**config.mk**
```make
export PLATFORM = sky130hd
export DESIGN_NAME = morse_tx_param
export DESIGN_NICKNAME = d
export VERILOG_FILES = /design/src/rtl/morse_tx_param.sv
export SDC_FILE = /design/constraint.sdc
export NUM_CORES = 1
export LEC_CHECK = 0
export CORE_MARGIN = 4
export CORE_UTILIZATION = 52
export CTS_CLUSTER_DIAMETER = 30
export DETAILED_ROUTE_END_ITERATION = 10
export PLACE_DENSITY = 0.79
export SETUP_SLACK_MARGIN = 0.4
export SLEW_MARGIN = 20
export SYNTH_ARGS = -nofsm -noshare
export SYNTH_HDL_FRONTEND = slang
export SYNTH_SLANG_ARGS = --single-unit
export TNS_END_PERCENT = 1
```
**constraint.sdc**
```tcl
create_clock -name clk -period 2.13 [get_ports clk]
set_input_delay 0.639 -clock clk [delete_from_list [all_inputs] [get_ports clk]]
set_output_delay 0.639 -clock clk [all_outputs]
set_load 0.03 [all_outputs]
```
**src/rtl/morse_tx_param.sv**
```systemverilog
// morse_tx_param: plays an MSB-first on/off unit pattern at DIV clocks per unit, then a forced-low gap.
// Optional feature macro: MORSE_TX_REPEAT_EN (adds repeat_en input for back-to-back replay).
module morse_tx_param #(
  parameter int DIV       = 4,
  parameter int PAT_W     = 16,
  parameter int GAP_UNITS = 3
) (
  input  logic                       clk,
  input  logic                       reset,
  input  logic                       enable,
  input  logic                       start,
  input  logic [PAT_W-1:0]           pat_in,
  input  logic [$clog2(PAT_W+1)-1:0] len_in,
`ifdef MORSE_TX_REPEAT_EN
  // "repeat" is a reserved word, hence the suffix.
  input  logic                       repeat_en,
`endif
  output logic                       busy,
  output logic                       done,
  output logic                       led_out
);

  localparam int LEN_W = $clog2(PAT_W + 1);
  localparam int CNT_W = (DIV > 1) ? $clog2(DIV) : 1;
  localparam int GAP_W = (GAP_UNITS > 1) ? $clog2(GAP_UNITS) : 1;
  localparam logic [CNT_W-1:0] DIV_LOAD = CNT_W'(DIV - 1);
  localparam logic [GAP_W-1:0] GAP_LOAD = GAP_W'((GAP_UNITS > 0) ? GAP_UNITS - 1 : 0);
  localparam logic [LEN_W-1:0] LEN_MAX  = LEN_W'(PAT_W);

  typedef enum logic [1:0] {S_IDLE, S_SEND, S_GAP} state_t;

  state_t           state_q, state_d;
  logic [PAT_W-1:0] shift_q, shift_d;
  logic [LEN_W-1:0] len_q, len_d;
  logic [CNT_W-1:0] cnt_q, cnt_d;
  logic [GAP_W-1:0] gap_q, gap_d;
  logic             led_q, led_d;
  logic             done_q, done_d;
  logic             active, tick, pass_end, replay;
  logic [PAT_W-1:0] reload_pat;
  logic [LEN_W-1:0] reload_len, len_clamped;

  assign active      = (state_q != S_IDLE);
  assign tick        = active && enable && (cnt_q == '0);
  assign len_clamped = (len_in > LEN_MAX) ? LEN_MAX : len_in;

`ifdef MORSE_TX_REPEAT_EN
  // Replay source is kept apart from the shift register, which is consumed as units go out.
  logic [PAT_W-1:0] pat_lat_q, pat_lat_d;
  logic [LEN_W-1:0] len_lat_q, len_lat_d;

  always_comb begin
    pat_lat_d = pat_lat_q;
    len_lat_d = len_lat_q;
    if (state_q == S_IDLE && start) begin
      pat_lat_d = pat_in;
      len_lat_d = len_clamped;
    end
  end

  always_ff @(posedge clk or posedge reset) begin
    if (reset) begin
      pat_lat_q <= '0;
      len_lat_q <= '0;
    end else begin
      pat_lat_q <= pat_lat_d;
      len_lat_q <= len_lat_d;
    end
  end

  assign replay     = repeat_en;
  assign reload_pat = pat_lat_q;
  assign reload_len = len_lat_q;
`else
  assign replay     = 1'b0;
  assign reload_pat = '0;
  assign reload_len = '0;
`endif

  // NOTE: every signal driven here gets a default first, so no path can leave a latch behind.
  always_comb begin
    state_d  = state_q;
    shift_d  = shift_q;
    len_d    = len_q;
    cnt_d    = cnt_q;
    gap_d    = gap_q;
    led_d    = led_q;
    done_d   = 1'b0;
    pass_end = 1'b0;

    if (active && enable) cnt_d = tick ? DIV_LOAD : cnt_q - CNT_W'(1);

    unique case (state_q)
      S_IDLE: begin
        if (start) begin
          if (len_in == '0) begin
            done_d = 1'b1;
          end else begin
            state_d = S_SEND;
            shift_d = pat_in;
            len_d   = len_clamped;
            cnt_d   = DIV_LOAD;
            led_d   = pat_in[PAT_W-1];
          end
        end
      end
      S_SEND: begin
        if (tick) begin
          if (len_q == LEN_W'(1)) begin
            if (GAP_UNITS == 0) begin
              pass_end = 1'b1;
            end else begin
              state_d = S_GAP;
              gap_d   = GAP_LOAD;
              led_d   = 1'b0;
            end
          end else begin
            shift_d = shift_q << 1;
            len_d   = len_q - LEN_W'(1);
            led_d   = shift_q[PAT_W-2];
          end
        end
      end
      S_GAP: begin
        if (tick) begin
          if (gap_q == '0) pass_end = 1'b1;
          else             gap_d    = gap_q - GAP_W'(1);
        end
      end
      default: state_d = S_IDLE;
    endcase

    if (pass_end) begin
      if (replay) begin
        state_d = S_SEND;
        shift_d = reload_pat;
        len_d   = reload_len;
        led_d   = reload_pat[PAT_W-1];
      end else begin
        state_d = S_IDLE;
        done_d  = 1'b1;
        led_d   = 1'b0;
      end
    end
  end

  // NOTE: non-blocking assignments, so every flop samples the pre-edge values.
  always_ff @(posedge clk or posedge reset) begin
    if (reset) begin
      state_q <= S_IDLE;
      shift_q <= '0;
      len_q   <= '0;
      cnt_q   <= '0;
      gap_q   <= '0;
      led_q   <= 1'b0;
      done_q  <= 1'b0;
    end else begin
      state_q <= state_d;
      shift_q <= shift_d;
      len_q   <= len_d;
      cnt_q   <= cnt_d;
      gap_q   <= gap_d;
      led_q   <= led_d;
      done_q  <= done_d;
    end
  end

  assign busy    = active;
  assign done    = done_q;
  assign led_out = led_q;

endmodule

```
==> impl_metrics.tcl <==
set metrics [dict create \
    status "complete, no violations" \
    most-common-layout-cells "dfrtp_1 (27), clkdlybuf4s50_1 (22), a21oi_1 (19)" \
    drc_errors 0 \
    vias_per_cell 6.03 \
    fin_nets 231 \
    avgRoutedWirePerCell_um 15.8 \
    yosysWarnings 0 \
    cp_slowest_cell "dfrtp_2" \
    max_freq_mhz 549 \
    port_buffers 27 \
    vias 1399 \
    syn_nets 193 \
    regArea_um2 702 \
    whs_ns 0.467 \
    p_leak_nw 0.970 \
    setup.worst_path.start_class "flip-flop" \
    fin_crit_sh_pct 85.5 \
    ir_drop_mv 0.725 \
    grt_start_max_net_pins 29 \
    grt_usage_pct 18.6 \
    drtIter0Drc 63 \
    clock_path_buffers 2 \
    fin_area_um2 2080 \
    clock_skew_ns 0.0155 \
    required_ns 1.49 \
    holdPathStages 1 \
    dp_hpwl_mm 2.49 \
    numCtsBuffers 3 \
    synthCells 164 \
    clock-root-buffer "clkbuf_4" \
    grt_overflow 0 \
    path_cells "or2_4, buf_6" \
    slowest_delay_ns 0.45 \
    drv_cap 0 \
    synth_top_area_cell "dfrtp_1" \
    path_delay_family "flip-flops" \
    placed_cell_area_um2 1930 \
    htree_levels 1 \
    crit_type "reg -> out" \
    mostFrequentLayoutCell "dfrtp_1" \
    powerDensity_nw_per_um2 1200 \
    synth-seq-area-share_pct 44.2 \
    dieArea_um2 3990 \
    die_width_um 63.2 \
    final_max_slew_viol_count 0 \
    crit_cells 2 \
    end_kind "output port" \
    multi_input_area_um2 832 \
    drt_pass1_iterations 5 \
    initial_core_util_pct 56.0 \
    synthTopCellsByArea "dfrtp_1 (44%), mux2i_1 (9.5%), a21oi_1 (6.6%)" \
    worst_pin_slew_ns 0.367 \
    finalCriticalPeriod_ns 1.82 \
    row_count 19 \
    grt_pass1_vias 1394 \
    synthDominantCellAreaShare_pct 44.2 \
    tritoncts "yes" \
    gp_routability_congestion 0.826 \
    min-delay-path-class "reg -> reg" \
    ioPinCount 28 \
    core-area_um2 2830 \
    final-setup-viol-count 0 \
    drive_gt1_share_pct 19.4 \
    slew_headroom_pct 75.4 \
    clk_transition_reported_paths_ns 0.17 \
    syn_to_final_growth_pct 31.3 \
    rsz0062_at_grt "true" \
    hold_viol 0 \
    arrival_ns 1.18 \
    cts.sink_count 28 \
    r2r_cells 6 \
    drt-total-wl_mm 3.67 \
    synth.distinct_cells 41 \
    grt_first_pass_wirelength_mm 6.07 \
    synth-seq-cells 28 \
    diodes 0 \
    fp.dieH_um 63.2 \
    clk_latency_ns 0.34 \
    nFillCells 201 \
    antenna_found_initial 0 \
    critPathMaxFanout 4 \
    syn-cell-area_um2 1580 \
    ant_nets 0 \
    syn_area_per_cell_um2 9.66 \
    path_buf_inv 1 \
]
[cell families (layout without fill, tap and decap cells)]
group | after synthesis | count (layout) | synth area share, %
buffers and inverters | 24 | 61 | 6.71
and+or+nand+nor | 47 | 47 | 18.6
xor gates and xnor gates | 1 | 1 | 0.553
adders and majority gates | 4 | 4 | 3.16
AOI/OAI and AO/OA | 45 | 45 | 17.3
DFF | 28 | 28 | 44.2
muxes | 15 | 15 | 9.48
[synthesized netlist by cell type, drive strengths merged]
cell,n
nor4,1
clkbuf,1
ha,4
dfrtp,28
or4b,1
inv,14
nand4b,3
a21bo,1
nor3b,3
or3,2
nor3,19
xnor2,1
o41ai,1
or2,2
a211oi,2
nor4b,1
o211a,1
mux2i,15
a21o,1
o21ai,6
a21boi,2
a31oi,3
nand2,5
nor2b,1
nand4,2
o211ai,1
a32oi,1
nand3,3
o22ai,4
buf,9
nor2,3
nand2b,1
a21oi,22
[sequential cells by signal (all words and copies together) (netlist names)]
name and count:
shift_q 15, len_q 5, cnt_q 2, gap_q 2, state_q 2, done 1, led_out 1
[worst register-to-register path, stage by stage, from the launching register on]
cell     delay, ns
dfrtp_1       0.45
inv_1         0.11
ha_1          0.18
or4b_4        0.50
a21oi_2       0.18
o22ai_1       0.10
a21o_1        0.18
[power by group]
group	internal (mW)	switching [mW]	total, mW
clock network	0.190	0.168	0.359
logic	0.586	0.670	1.26
registers	0.739	0.149	0.888
total	1.52	0.987	2.50
[routing by layer]
metal	GRT usage, %	vias up	wire length, µm	part of all wire (%)
met2	33.1	42	1850	50
met3	3.20	6	141	3.8
met1	22.8	680	1630	44
met5	0	-	0	0
li1	-	671	-	-
met4	6.20	0	47	1.3
[what timing repair did]
action / CTS / global route
setup endpoints to repair: 26 / 26
endpoints found under the hold margin: 0 / 0
buffers inserted: 0 / 4
hold buffers: 0 / 0
gates resized for setup: 3 / 14
pin swaps: 0 / 4
[metrics by stage]
stage / instances / util (%) / power [mW] / setup WS [ns] / setup TNS [ns]
2_1_floorplan: 164 / - / 1.72 / 0.418 / 0
3_3_place_gp: 224 / 68.1 / 1.96 / -0.0352 / -0.492
3_5_place_dp: 224 / 68.1 / 2.01 / -0.130 / -1.26
4_1_cts: 228 / 69.9 / 2.37 / 0.157 / 0
5_1_grt: 232 / 73.5 / 2.69 / 0.244 / 0
6_report: 232 / 73.5 / 2.50 / 0.308 / 0
[final timing paths]
path	startpoint	end	slack [ns]
setup / recovery	state_q[1]	busy	0.31
hold / removal	state_q[1]	state_q[0]	0.47
setup reg to reg	len_q[1]	led_out	0.34
hold reg to reg	state_q[1]	state_q[0]	0.47
max in group asynchronous	reset	state_q[1]	1.19
min in group asynchronous	reset	shift_q[6]	0.64
[final cells by class]
| type | count | share of cell area (%) |
|---|---|---|
| timing repair buffer | 43 | 19.3 |
| clock inverter | 1 | 1.44 |
| tap | 31 | 1.87 |
| sequential | 28 | 33.8 |
| clock buffer | 3 | 1.08 |
| inverter | 14 | 2.53 |
| multi-input combinational | 112 | 40.0 |
(Power assumes the default switching activity.)
